===== src/rtl/alarm_pkg.sv =====
// Shared definitions for the alarm time-entry controller: field codes shown on
// edit_field, default mode code and field limits, and the edit FSM state type.
package alarm_pkg;

   localparam logic [2:0] SET_STATE_DEF = 3'b110;
   localparam int         HOUR_MAX_DEF  = 23;
   localparam int         MS_MAX        = 59;

   localparam logic [1:0] FLD_IDLE    = 2'd0;
   localparam logic [1:0] FLD_HOURS   = 2'd1;
   localparam logic [1:0] FLD_MINUTES = 2'd2;
   localparam logic [1:0] FLD_SECONDS = 2'd3;

   typedef enum logic [1:0] {
      ST_IDLE    = 2'd0,
      ST_HOURS   = 2'd1,
      ST_MINUTES = 2'd2,
      ST_SECONDS = 2'd3
   } set_state_t;

endpackage


===== src/rtl/btn_edge.sv =====
// Rising-edge detector for a debounced button level. The pulse is high for the
// single cycle in which the level is high but was low on the previous clock,
// so a held button yields exactly one event.
module btn_edge (
   input  logic clk,
   input  logic rst,
   input  logic level,
   output logic pulse
);

   logic prev_q;

   // Remember the level seen at the previous clock edge.
   always_ff @(posedge clk or posedge rst) begin
      if (rst) prev_q <= 1'b0;
      else     prev_q <= level;
   end

   assign pulse = level & ~prev_q;

endmodule


===== src/rtl/alarm_set_ctrl.sv =====
// Multi-alarm time-entry controller. While the mode input equals SET_STATE the
// FSM walks hours -> minutes -> seconds on nxt events, editing a shadow copy of
// the selected alarm. Completing seconds commits the shadow to that alarm in one
// cycle; leaving the set mode early throws the shadow away.
//
// Handshake: there is no valid/ready pair here. Each button is a level whose
// rising edge is a one-shot request; commit is a one-cycle strobe coincident
// with the cycle on which a_* show the new alarm value.
module alarm_set_ctrl
   import alarm_pkg::*;
#(
   parameter int                 NUM_ALARMS = 2,
   parameter int                 STATE_W    = 3,
   parameter logic [STATE_W-1:0] SET_STATE  = STATE_W'(SET_STATE_DEF),
   parameter int                 HOUR_MAX   = HOUR_MAX_DEF,
   localparam int                SEL_W      = (NUM_ALARMS > 1) ? $clog2(NUM_ALARMS) : 1
) (
   input  logic                    clk,
   input  logic                    rst,
   input  logic [STATE_W-1:0]      state,
   input  logic [SEL_W-1:0]        alarm_sel,
   input  logic                    nxt_btn,
   input  logic                    inc_btn,
   input  logic                    dec_btn,
   input  logic                    load_btn,
   input  logic [5:0]              in_time,
   output logic [5*NUM_ALARMS-1:0] a_hours,
   output logic [6*NUM_ALARMS-1:0] a_minutes,
   output logic [6*NUM_ALARMS-1:0] a_seconds,
   output logic [1:0]              edit_field,
   output logic [5:0]              edit_value,
   output logic                    commit
);

   localparam logic [5:0]       HMAX6   = 6'(HOUR_MAX);
   localparam logic [5:0]       MSMAX6  = 6'(MS_MAX);
   localparam logic [SEL_W-1:0] SEL_TOP = SEL_W'(NUM_ALARMS - 1);

   // Wrap/saturate edit of one field; load beats inc beats dec.
   function automatic logic [5:0] apply_op(input logic ld, input logic inc,
                                           input logic dec, input logic [5:0] v,
                                           input logic [5:0] mx, input logic [5:0] t);
      if (ld)       return (t > mx) ? mx : t;
      else if (inc) return (v == mx) ? 6'd0 : v + 6'd1;
      else if (dec) return (v == 6'd0) ? mx : v - 6'd1;
      else          return v;
   endfunction

   logic nxt_ev, inc_ev, dec_ev, load_ev;

   btn_edge u_nxt  (.clk(clk), .rst(rst), .level(nxt_btn),  .pulse(nxt_ev));
   btn_edge u_inc  (.clk(clk), .rst(rst), .level(inc_btn),  .pulse(inc_ev));
   btn_edge u_dec  (.clk(clk), .rst(rst), .level(dec_btn),  .pulse(dec_ev));
   btn_edge u_load (.clk(clk), .rst(rst), .level(load_btn), .pulse(load_ev));

   set_state_t       st_q, st_d;
   logic [SEL_W-1:0] sel_q, sel_d, sel_in;
   logic [4:0]       sh_h_q, sh_h_d;
   logic [5:0]       sh_m_q, sh_m_d;
   logic [5:0]       sh_s_q, sh_s_d;
   logic             commit_d;
   logic [1:0]       edit_field_d;
   logic [5:0]       edit_value_d;

   logic [4:0] hr_q [NUM_ALARMS];
   logic [5:0] mn_q [NUM_ALARMS];
   logic [5:0] sc_q [NUM_ALARMS];

   // A selector beyond the last alarm (non power-of-two count) targets the last one.
   assign sel_in = (int'(alarm_sel) > NUM_ALARMS - 1) ? SEL_TOP : alarm_sel;

   // Next state, shadow edits and the registered display/commit values.
   always_comb begin
      st_d         = st_q;
      sel_d        = sel_q;
      sh_h_d       = sh_h_q;
      sh_m_d       = sh_m_q;
      sh_s_d       = sh_s_q;
      commit_d     = 1'b0;
      edit_field_d = FLD_IDLE;
      edit_value_d = 6'd0;

      if (st_q == ST_IDLE) begin
         if (state == SET_STATE) begin
            st_d   = ST_HOURS;
            sel_d  = sel_in;
            sh_h_d = hr_q[sel_in];
            sh_m_d = mn_q[sel_in];
            sh_s_d = sc_q[sel_in];
         end
      end else if (state != SET_STATE) begin
         st_d = ST_IDLE;
      end else if (nxt_ev) begin
         case (st_q)
            ST_HOURS:   st_d = ST_MINUTES;
            ST_MINUTES: st_d = ST_SECONDS;
            default: begin
               st_d     = ST_IDLE;
               commit_d = 1'b1;
            end
         endcase
      end else begin
         case (st_q)
            ST_HOURS:   sh_h_d = 5'(apply_op(load_ev, inc_ev, dec_ev, {1'b0, sh_h_q}, HMAX6, in_time));
            ST_MINUTES: sh_m_d = apply_op(load_ev, inc_ev, dec_ev, sh_m_q, MSMAX6, in_time);
            default:    sh_s_d = apply_op(load_ev, inc_ev, dec_ev, sh_s_q, MSMAX6, in_time);
         endcase
      end

      case (st_d)
         ST_HOURS: begin
            edit_field_d = FLD_HOURS;
            edit_value_d = {1'b0, sh_h_d};
         end
         ST_MINUTES: begin
            edit_field_d = FLD_MINUTES;
            edit_value_d = sh_m_d;
         end
         ST_SECONDS: begin
            edit_field_d = FLD_SECONDS;
            edit_value_d = sh_s_d;
         end
         default: begin
            edit_field_d = FLD_IDLE;
            edit_value_d = 6'd0;
         end
      endcase
   end

   // FSM state, shadow fields and registered outputs.
   always_ff @(posedge clk or posedge rst) begin
      if (rst) begin
         st_q       <= ST_IDLE;
         sel_q      <= '0;
         sh_h_q     <= '0;
         sh_m_q     <= '0;
         sh_s_q     <= '0;
         edit_field <= FLD_IDLE;
         edit_value <= '0;
         commit     <= 1'b0;
      end else begin
         st_q       <= st_d;
         sel_q      <= sel_d;
         sh_h_q     <= sh_h_d;
         sh_m_q     <= sh_m_d;
         sh_s_q     <= sh_s_d;
         edit_field <= edit_field_d;
         edit_value <= edit_value_d;
         commit     <= commit_d;
      end
   end

   // Committed alarms; written on the same edge that raises commit.
   always_ff @(posedge clk or posedge rst) begin
      if (rst) begin
         for (int i = 0; i < NUM_ALARMS; i++) begin
            hr_q[i] <= '0;
            mn_q[i] <= '0;
            sc_q[i] <= '0;
         end
      end else if (commit_d) begin
         hr_q[sel_q] <= sh_h_q;
         mn_q[sel_q] <= sh_m_q;
         sc_q[sel_q] <= sh_s_q;
      end
   end

   for (genvar g = 0; g < NUM_ALARMS; g++) begin : g_pack
      assign a_hours[5*g +: 5]   = hr_q[g];
      assign a_minutes[6*g +: 6] = mn_q[g];
      assign a_seconds[6*g +: 6] = sc_q[g];
   end

endmodule

===== config.mk =====
export PLATFORM = sky130hd
export DESIGN_NAME = alarm_set_ctrl
export DESIGN_NICKNAME = d
export VERILOG_FILES = /design/src/rtl/alarm_pkg.sv /design/src/rtl/btn_edge.sv /design/src/rtl/alarm_set_ctrl.sv
export SDC_FILE = /design/constraint.sdc
export NUM_CORES = 1
export LEC_CHECK = 0
export BUFFER_PORTS_ARGS = -buffer_cell sky130_fd_sc_hd__buf_2
export CORE_UTILIZATION = 30
export CTS_CLUSTER_DIAMETER = 60
export DETAILED_ROUTE_END_ITERATION = 6
export PLACE_DENSITY_LB_ADDON = 0.3
export REMOVE_ABC_BUFFERS = 1
export SYNTH_ARGS = -nofsm -noshare
export SYNTH_HDL_FRONTEND = slang
export SYNTH_SLANG_ARGS = --single-unit

===== constraint.sdc =====
create_clock -name clk -period 5.7 [get_ports clk]
set_clock_uncertainty 0.2 [all_clocks]
set_input_delay 1.14 -clock clk [delete_from_list [all_inputs] [get_ports clk]]
set_output_delay 1.14 -clock clk [all_outputs]
set_load 0.02 [all_outputs]

==> results of run 1 <==
==> cell usage in the layout, fill, tap and decap left out, types with 9 or more instances in the layout <==
cell type	netlist	routed
a21oi_1	14	14
a31oi_1	10	10
buf_2	5	58
clkbuf_16	0	9
dfrtp_1	66	66
ha_1	11	11
inv_1	19	18
mux2_2	26	26
mux2i_1	19	19
nand2_1	37	37
nand2b_1	9	9
nand3_1	18	18
nor2_1	18	18
nor2b_1	9	9
nor3_1	13	13
nor4_1	9	9
o211ai_1	12	12
o21ai_0	23	23
o31ai_1	9	9
==> tightest hold or removal path, delay by kind of cell (launching register included) <==
kind / cells / cell delay [ns]
AO/OA/AOI/OAI: 1 / 0.06
flip-flops: 1 / 0.35
AND/OR/NAND/NOR: 1 / 0.05
==> registers in the layout (all words and copies together), names as in the netlist, 2 cells and up <==
name / flops
sh_m_q: 6
edit_value: 6
sh_h_q: 5
st_q: 2
sh_s_q: 6
a_seconds: 12
a_minutes: 12
a_hours: 10
==> metrics by stage <==
step / hold slack [ns] / setup slack (ns)
floorplan: 0.303 / 2.25
global placement: 0.290 / 1.99
detailed placement: 0.290 / 1.83
CTS: 0.303 / 2.15
global route: 0.320 / 1.91
finish: 0.298 / 2.17
==> path summary, 6_finish.rpt <==
check                                 from    endpoint  slack, ns  depth (start not counted)
worst max register to register     st_q[0]  a_hours[9]       2.71                          6
max in group asynchronous              rst   sh_m_q[4]       3.86                          3
worst min-delay path            a_hours[6]  a_hours[6]       0.30                          2
worst min register to register  a_hours[6]  a_hours[6]       0.30                          2
worst max-delay path              state[0]  a_hours[9]       2.17                          5
min in group asynchronous              rst  a_hours[7]       0.84                          3
==> logic make-up (layout without fill, tap and decap cells) <==
family	after synthesis	in the layout
AND/OR/NAND/NOR	154	154
adder cells (fa/ha/maj)	11	11
AO/OA/AOI/OAI	117	117
flip-flops	66	66
XOR/XNOR	7	7
multiplexers	45	45
buffers and inverters	54	99
==> metal layers <==
layer  vias to the layer above  part of all wire (%)  global-route usage, %
li1                       1770                     -                      -
met1                      1875                    46                   25.8
met2                       180                    43                   26.8
met3                        31                   8.0                   3.63
met4                         0                   2.6                   7.18
met5                         -                     0                      0
==> power by group through the flow <==
stage | Combinational [mW] | Clock [mW] | Sequential, mW
floorplan | 0.495 | 0 | 0.850
global placement | 0.812 | 0 | 0.813
detailed placement | 0.821 | 0 | 0.820
CTS | 0.829 | 0.614 | 0.814
global route | 0.914 | 0.635 | 0.845
finish | 0.832 | 0.603 | 0.820
==> cell type report <==
type	instances	area (um^2)
Fill cell	1404	8500
Multi-Input combinational cell	334	2350
Sequential cell	66	1650
Timing Repair Buffer	63	328
Clock buffer	11	243
Tap cell	176	220
Clock inverter	5	77.6
Inverter	20	75.1
==> Yosys cell counts, drive strengths merged, types with 3 or more instances <==
cell type  instances  area [um^2]
a211oi             4         30.0
o21a               4         30.0
inv               20         75.1
o41ai              3         26.3
and3               3         18.8
clkbuf            27          101
nor3              13         65.1
nor4               9         56.3
nor2b              9         56.3
a21oi             14         70.1
a311o              3         30.0
nor4b              3         38.8
nand2             37          139
o21ai             23          115
mux2              26          293
o211ai            12         90.1
mux2i             19          190
xnor2              6         52.6
a31oi             10         62.6
nand3b             8         60.1
nor3b              8         60.1
nor2              18         67.6
nand2b             9         56.3
o2bb2ai            3         26.3
and2               3         18.8
or3                4         25.0
dfrtp             66         1650
buf                7         36.3
o31ai             10         80.1
nand3             18         90.1
a22oi              4         30.0
a2111oi            7         61.3
o22ai              3         18.8
ha                11          138
==> metrics, run 1 <==
status complete, no violations; Seq pwr share 36.4%; Design Power between 2 and 2.5 mW; Post-synth EDFFs 0; biggest cell delay along the critical path 0.70 ns; Clock Tree Root clkbuf_16; Rows 42; vias after detailed routing ~3900; worst min path class flop to flop; Simple-Gate Fraction of Synth Area 20.1%; routed len/inst approximately 19 um; Post-Place Cells 659; Final Net Count between 500 and 600; Worst Setup Start Kind input pin; Crit-path slowest cell nand2_1; Max IR drop VDD about 0.21 mV; first-pass GRT wire length between 20000 and 25000 um; WP data arrival around 3.6 ns; remaining global-route overflow 0; Final Cell Area 0.00495 mm^2; share of the yosys chip area belonging to registers between 30% and 40%; mux share of post-synthesis cell area between 10 and 15%; min cycle time layout 3.53 ns; # diodes 0; Crit Path Class input pin to flop; pwr dens 456 mW/mm^2; Mapped Cells 454; CTS resizes 0; die span in y 121 um; All-Layer GR Usage a little under a fifth; P_int approximately 1.3 mW; # IOs 59; Num CTS Buffers 9; TritonRoute pass-1 iters 5; Slew headroom 33.2%; Core Box Area 0.0135 mm^2; CP delay by family, top simple AND/OR/NAND/NOR gates; DR iter-0 viols 326; number of global-route vias before repair 3695; Post-CTS Setup Bufs 0; xor-xnor portion of the synthesized cell area around 1.5%; Clock power frac about a quarter; Avg Inst Size Synth 9.29 um^2; Top FF cell, synth dfrtp_1; share of layout cells above drive strength 1 between 20% and 30%; Final GP Congestion 0.887; CP Capture Type flop; non-filler cells, final around 680; max-slew violation count 0; width of the die about 120 um; DRC 0; Final ANT Viol Nets 0; final core utilization between 30 and 40%; largest net degree at the start of global routing between 60 and 70; crit share post-route between 60% and 70%; synth unique cells 63; Lkg Pwr around 2.2 nW; Hold-fix buffers, CTS 0; Cell Area, Synth about 0.0042 mm^2; synth warn 0; hpwl dp ~9000 um; Final setup viols 0; Gate power share a little under two fifths; max cap viols 0; total negative slack 0 ns; antenna violations before repair 0; synthesized flop and latch total 66; TritonCTS clock tree yes; clk sink count 66; Critical Path RT 5.72 ns; placed standard-cell area roughly 0.0046 mm^2; RSZ-0062 raised after global routing false; Area growth syn-to-layout 17.3%; final-report hold violation count 0; maximum clock path buffer count 2; Compound-Gate Fraction of Synth Area between 10% and 20%; Buffers on Ports 58; routed wire length roughly 13000 um; switch share 41.3%; Psw roughly 0.93 mW; Max Fclk around 280 MHz; Least-Margin Pin Slew 1.00 ns; number of buffers and inverters on the critical path 1; CTS clk-pin slew, worst paths ~0.060 ns; vias per cell approximately 5.7; Max H-tree Level 3; crit-path max FO 28; Post-Synth Adder-Cell Area roughly 3.3%; Worst-Skew Late Latency roughly 0.34 ns; CP Cell Sequence buf_2 -> nand3b_1 -> nor4_1 -> nand2_1 -> mux2_2; Initial Utilization a little under a third; Die Area 0.0145 mm^2; largest family of logic cells by synthesized area simple AND/OR/NAND/NOR gates; Async SR Flop Fraction 100%
Power figures use the tool's default switching activity.
==> inputs of run 2 (changes only) <==
==> constraint.sdc (replaced) <==
create_clock -name clk -period 3.3 [get_ports clk]
set_clock_uncertainty 0.2 [all_clocks]
set_input_delay 0.66 -clock clk [delete_from_list [all_inputs] [get_ports clk]]
set_output_delay 0.66 -clock clk [all_outputs]
set_load 0.02 [all_outputs]
==> run 2 against run 1 <==
Effect of this change:
- sequential share of layout area fell by 0.56 points
- routed wire length rose by 2.4%
- final area rose by 1.7%
- die area did not move
- count of clock-buffer cells in the layout rose by 3
- largest power group unchanged
==> metrics, run 2 (synthesis results as in run 1) <==
status complete, no violations (unchanged); reg-to-reg setup timing slack 0.44 ns (was 2.71 ns); Hold Path End u_nxt.prev_q (was a_hours[6]); CP Capture Type flop (unchanged); DR iter-0 viols 415 (was 326); Rows 42 (unchanged); remaining global-route overflow 0 (unchanged); TritonRoute pass-1 iters 5 (unchanged); Lkg Pwr 2.27 nW (was 2.20 nW); Die Area 0.0145 mm^2 (unchanged); Area growth syn-to-layout 19.3% (was 17.3%); Buffers on Ports 58 (unchanged); WP data arrival 2.85 ns (was 3.55 ns); Core Box Area 0.0135 mm^2 (unchanged); Max Fclk 350 MHz; max cap viols 0 (unchanged); Initial Utilization 31.4% (unchanged); min cycle time layout roughly 2.9 ns; GR met2 Demand/Resource 28.0% (was 26.8%); clk sink count 66 (unchanged); All-Layer GR Usage 19.1% (was 18.1%); crit share post-route a little under 90%; number of fill cells in the layout 1373 (was 1404); Crit Path Class flop to flop (was input pin to flop); GR peak layer met2 (unchanged); CTS resizes 0 (unchanged); Critical Path RT 3.29 ns (was 5.72 ns); total negative slack 0 ns (unchanged); CTS clk-pin slew, worst paths 0.05 ns (was 0.06 ns); crit-path max FO 6 (was 28); worst min path class input pin to flop (was flop to flop); FF-to-FF path depth 8 (was 6); Slew headroom 39.6% (was 33.2%); routed len/inst 19.0 um (about the same); Worst-Skew Late Latency 0.33 ns (was 0.34 ns); width of the die 121 um (unchanged); first-pass GRT wire length 21300 um (was 20200 um); Final GP Congestion 0.920 (was 0.887); Max H-tree Level 3 (unchanged); Num CTS Buffers 9 (unchanged); Final setup viols 0 (unchanged); TritonCTS clock tree yes (unchanged); met3 Use GR 4.39% (was 3.63%); vias after detailed routing 3905 (was 3856); largest net degree at the start of global routing 67 (unchanged); vias per cell 5.65 (was 5.71); die span in y 121 um (unchanged); most frequent cells in the layout dfrtp_1, buf_2, nand2_1 (unchanged); Clock Tree Root clkbuf_16 (unchanged); share of layout cells above drive strength 1 24.9% (was 22.6%); final-report hold violation count 0 (unchanged); number of global-route vias before repair 3831 (was 3695); Final ANT Viol Nets 0 (unchanged); reg2reg start st_q[0] (unchanged); grt met1 use 27.5% (was 25.8%); Hold Crit Depth 1 (was 2); antenna violations before repair 0 (unchanged); max-slew violation count 0 (unchanged); Design Power 3.82 mW (was 2.25 mW); Post-CTS Setup Bufs 0 (unchanged); Hold-fix buffers, CTS 0 (unchanged); most common cell after layout, fill and taps aside dfrtp_1 (unchanged); Final Net Count 537 (was 521); Worst Setup Start Kind flop (was input pin); worst hold start nxt_btn (was a_hours[6]); Max IR drop VDD 0.304 mV (was 0.206 mV); # diodes 0 (unchanged); Least-Margin Pin Slew 0.894 ns (was 1.00 ns); # IOs 59 (unchanged); Reg2Reg Capture Point edit_value[2] (was a_hours[9]); RSZ-0062 raised after global routing false (unchanged); maximum clock path buffer count 2 (unchanged); hpwl dp 9670 um (was 9060 um); DRC 0 (unchanged); pwr dens 759 mW/mm^2 (was 456 mW/mm^2); routed wire length 13100 um (was 12800 um)
## run 2: cell count changes in the layout (fill, tap and decap cells not counted), sizes merged
cell,before,now
buf,63,79
clkbuf,11,14
bufinv,2,0
clkinvlp,1,0
## run 2: per-layer routing
layer	vias to the layer above	wire, um
met5	-	0
met4	0	220
met3	18	883
met2	154	5790
met1	1925	6210
li1	1808	-
## run 2: cell type report
type                    instances  area [um^2]  area share, %
multi-input cells             334         2350           46.8
clock inverters                 2         10.0          0.199
repair buffers                 79          448           8.90
clock buffers                  14          274           5.45
well taps                     176          220           4.38
inverters                      20         75.1           1.49
flip-flops and latches         66         1650           32.8
## run 2: how the worst max path moves through the flow
stage / startpoint / to / slack (ns) / cells past startpoint
finish: st_q[0] / edit_value[2] / 0.44 / 8
global placement: nxt_btn / edit_value[3] / 0.52 / 7
CTS: st_q[0] / edit_value[2] / 0.51 / 8
floorplan: st_q[0] / a_hours[0] / 0.22 / 5
detailed placement: st_q[0] / edit_value[2] / 0.52 / 8
global route: st_q[0] / edit_value[1] / 0.33 / 8
## run 2: through the flow
stage               worst slack, ns  area [um^2]  hold WS [ns]  instances  util (%)
floorplan                     0.217         4080         0.303        420         -
finish                        0.444         5030         0.266        691      37.4
global route                  0.331         5030         0.261        691      37.4
global placement              0.524         4750         0.289        675      35.3
CTS                           0.509         5030         0.257        691      37.4
detailed placement            0.520         4750         0.293        675      35.3
## run 2: where the power goes
part | internal [mW] | switching, mW | leakage, nW
registers | 1.04 | 0.364 | 0.869
logic | 0.595 | 0.899 | 1.25
clock network | 0.568 | 0.352 | 0.143
total | 2.20 | 1.61 | 2.27
## run 2: worst max-delay path: stages, from the launching register on
cell and delay, ns:
dfrtp_1 0.42, inv_1 0.09, ha_1 0.34, nor3b_1 0.21, nand3_1 0.30, nand2b_1 0.35, nor4_1 0.50, nand3b_1 0.19
nand3_1 0.12
==> inputs of run 3 (changes only) <==
--- a/config.mk
+++ b/config.mk
@@ -8,6 +8,7 @@
 export BUFFER_PORTS_ARGS = -buffer_cell sky130_fd_sc_hd__buf_2
 export CORE_UTILIZATION = 30
 export CTS_CLUSTER_DIAMETER = 60
+export CTS_CLUSTER_SIZE = 24
 export DETAILED_ROUTE_END_ITERATION = 6
 export PLACE_DENSITY_LB_ADDON = 0.3
 export REMOVE_ABC_BUFFERS = 1
==> constraint.sdc (replaced) <==
create_clock -name clk -period 3.3 [get_ports clk]
set_clock_uncertainty 0.2 [all_clocks]
set_input_delay 0.165 -clock clk [delete_from_list [all_inputs] [get_ports clk]]
set_output_delay 0.165 -clock clk [all_outputs]
set_load 0.02 [all_outputs]
==> run 3 against run 2 <==
Effect of this change:
- sequential power is essentially flat
- register-to-register slack barely moved
- first-iteration DRC count shrank 12%
- worst setup slack better by 0.013 ns
- combinational power hardly changed
- sequential share of layout area decreased by 0.20 points
- routed wire length up 1.5%
- critical path depth stayed put
- critical endpoint unchanged
==> metrics, run 3 (synthesis results as in run 1) <==
most frequent cells in the layout dfrtp_1, buf_2, nand2_1 (unchanged); pwr dens 766 mW/mm^2 (was 759 mW/mm^2); final worst setup slack 0.457 ns (was 0.444 ns); Final setup viols 0 (unchanged); Worst Setup Start Kind flop (unchanged); dpl ws 0.512 ns (was 0.520 ns); vias after detailed routing 3859 (was 3905); Initial Utilization 31.4% (unchanged); max cap viols 0 (unchanged); # diodes 0 (unchanged); P_int 2.26 mW (was 2.20 mW); routed wire length 13300 um (was 13100 um); Max H-tree Level 3 (unchanged); DRC 0 (unchanged); Lkg Pwr 2.27 nW (about the same); Worst-Skew Late Latency 0.34 ns (was 0.33 ns); Clock power frac 25.6% (was 24.1%); TritonRoute pass-1 iters 5 (unchanged); Design Power 3.88 mW (was 3.82 mW); Most common cell on crit path nand3_1 (unchanged); Gate power share 37.9% (was 39.1%); maximum clock path buffer count 2 (unchanged); clk sink count 66 (unchanged); Crit Path Class flop to flop (unchanged); Least-Margin Pin Slew 0.730 ns (was 0.894 ns); Rows 42 (unchanged); non-filler cells, final 688 (was 691); Final ANT Viol Nets 0 (unchanged); final-report hold violation count 0 (unchanged); TritonCTS clock tree yes (unchanged); status complete, no violations (unchanged); Core Box Area 0.0135 mm^2 (unchanged); All-Layer GR Usage 19.2% (was 19.1%); Area growth syn-to-layout 20.1% (was 19.3%); DR iter-0 viols 366 (was 415); switch share 41.6% (was 42.3%); Critical Path RT 3.31 ns (was 3.29 ns); width of the die 121 um (unchanged); # IOs 59 (unchanged); CP Capture Type flop (unchanged); Final Net Count 535 (was 537); Post-CTS Setup Bufs 0 (unchanged); total negative slack 0 ns (unchanged); Max IR drop VDD 0.290 mV (was 0.304 mV); CTS clk-pin slew, worst paths 0.05 ns (about the same); crit share post-route 86.1% (was 86.5%); die span in y 121 um (unchanged); vias per cell 5.61 (was 5.65); Crit-path slowest cell dfrtp_1 (was nor4_1); final core utilization 37.6% (was 37.4%); Seq pwr share 36.5% (was 36.8%); worst min path class input pin to flop (unchanged); crit-path max FO 12 (was 6); Slew headroom 51.2% (was 39.6%); first-pass GRT wire length 21100 um (was 21300 um); Num CTS Buffers 9 (unchanged); routed len/inst 19.3 um (was 19.0 um); hpwl dp 9720 um (was 9670 um); CP Cell Sequence inv_1 -> ha_1 -> nor3b_1 -> nand3_1 -> nand2b_1 -> nor4_1 -> nand3b_1 -> nand3_1 (unchanged); Psw 1.61 mW (about the same); Die Area 0.0145 mm^2 (unchanged); RSZ-0062 raised after global routing false (unchanged); number of global-route vias before repair 3789 (was 3831); Max Fclk 352 MHz (was 350 MHz); largest net degree at the start of global routing 37 (was 67); WP data arrival 2.86 ns (was 2.85 ns); Post-Place Cells 668 (was 675); biggest cell delay along the critical path 0.41 ns (was 0.50 ns); Clock Tree Root clkbuf_16 (unchanged); most common cell after layout, fill and taps aside dfrtp_1 (unchanged); share of layout cells above drive strength 1 23.6% (was 24.9%); min cycle time layout 2.84 ns (was 2.86 ns); Final GP Congestion 0.934 (was 0.920); remaining global-route overflow 0 (unchanged); max-slew violation count 0 (unchanged); Buffers on Ports 58 (unchanged); number of fill cells in the layout 1385 (was 1373); antenna violations before repair 0 (unchanged)
[run 3: metrics by stage]
| stage | cell area [um^2] | hold WS (ns) |
|---|---|---|
| after floorplan | 4080 | -0.00357 |
| final | 5060 | 0.155 |
| after global placement | 4710 | 0.107 |
| after detailed placement | 4710 | 0.112 |
| after CTS | 5060 | 0.123 |
| after global routing | 5060 | 0.165 |
[run 3: worst max-delay path, delay by kind of cell, from the launching register on]
family        cells  cell delay [ns]
buf+inv           1             0.09
flops             1             0.41
fa+ha+maj         1             0.34
simple gates      6             1.69
[run 3: power by group through the flow]
stage | Sequential (mW) | Clock (mW) | Combinational [mW]
finish | 1.42 | 0.991 | 1.47
CTS | 1.40 | 1.02 | 1.46
global placement | 1.41 | 0 | 1.44
detailed placement | 1.42 | 0 | 1.45
floorplan | 1.47 | 0 | 0.855
global route | 1.46 | 1.06 | 1.61
[run 3: timing repair]
item                                    4_1_cts  5_1_grt
endpoints found under the hold margin        34        0
hold buffers                                  5        0
endpoints found under the setup margin        0        0
gates resized for setup                       0        0
[run 3: path summary, 6_finish.rpt]
kind	startpoint	end	slack (ns)	depth (start not counted)
worst max-delay path	st_q[0]	edit_value[2]	0.46	8
worst min-delay path	in_time[1]	sh_s_q[1]	0.15	3
worst max register to register	st_q[0]	edit_value[2]	0.46	8
worst min register to register	a_minutes[7]	a_minutes[7]	0.30	2
max in group asynchronous	rst	a_seconds[4]	1.96	4
min in group asynchronous	rst	a_hours[1]	0.30	3
[run 3: layout make-up]
type	instances	area (um^2)	share of cell area [%]
clock buffers	13	270	5.34
clock inverters	2	35.0	0.692
inverters	20	75.1	1.48
multi-input cells	334	2350	46.5
flip-flops and latches	66	1650	32.6
well taps	176	220	4.35
repair buffers	77	458	9.04
[run 3: per-layer routing]
| layer | GRT usage (%) | vias up | wire length, um | part of all wire (%) |
|---|---|---|---|---|
| li1 | - | 1801 | - | - |
| met1 | 27.4 | 1906 | 6560 | 49 |
| met2 | 27.9 | 131 | 5740 | 43 |
| met3 | 3.49 | 21 | 688 | 5.2 |
| met4 | 8.64 | 0 | 317 | 2.4 |
| met5 | 0 | - | 0 | 0 |
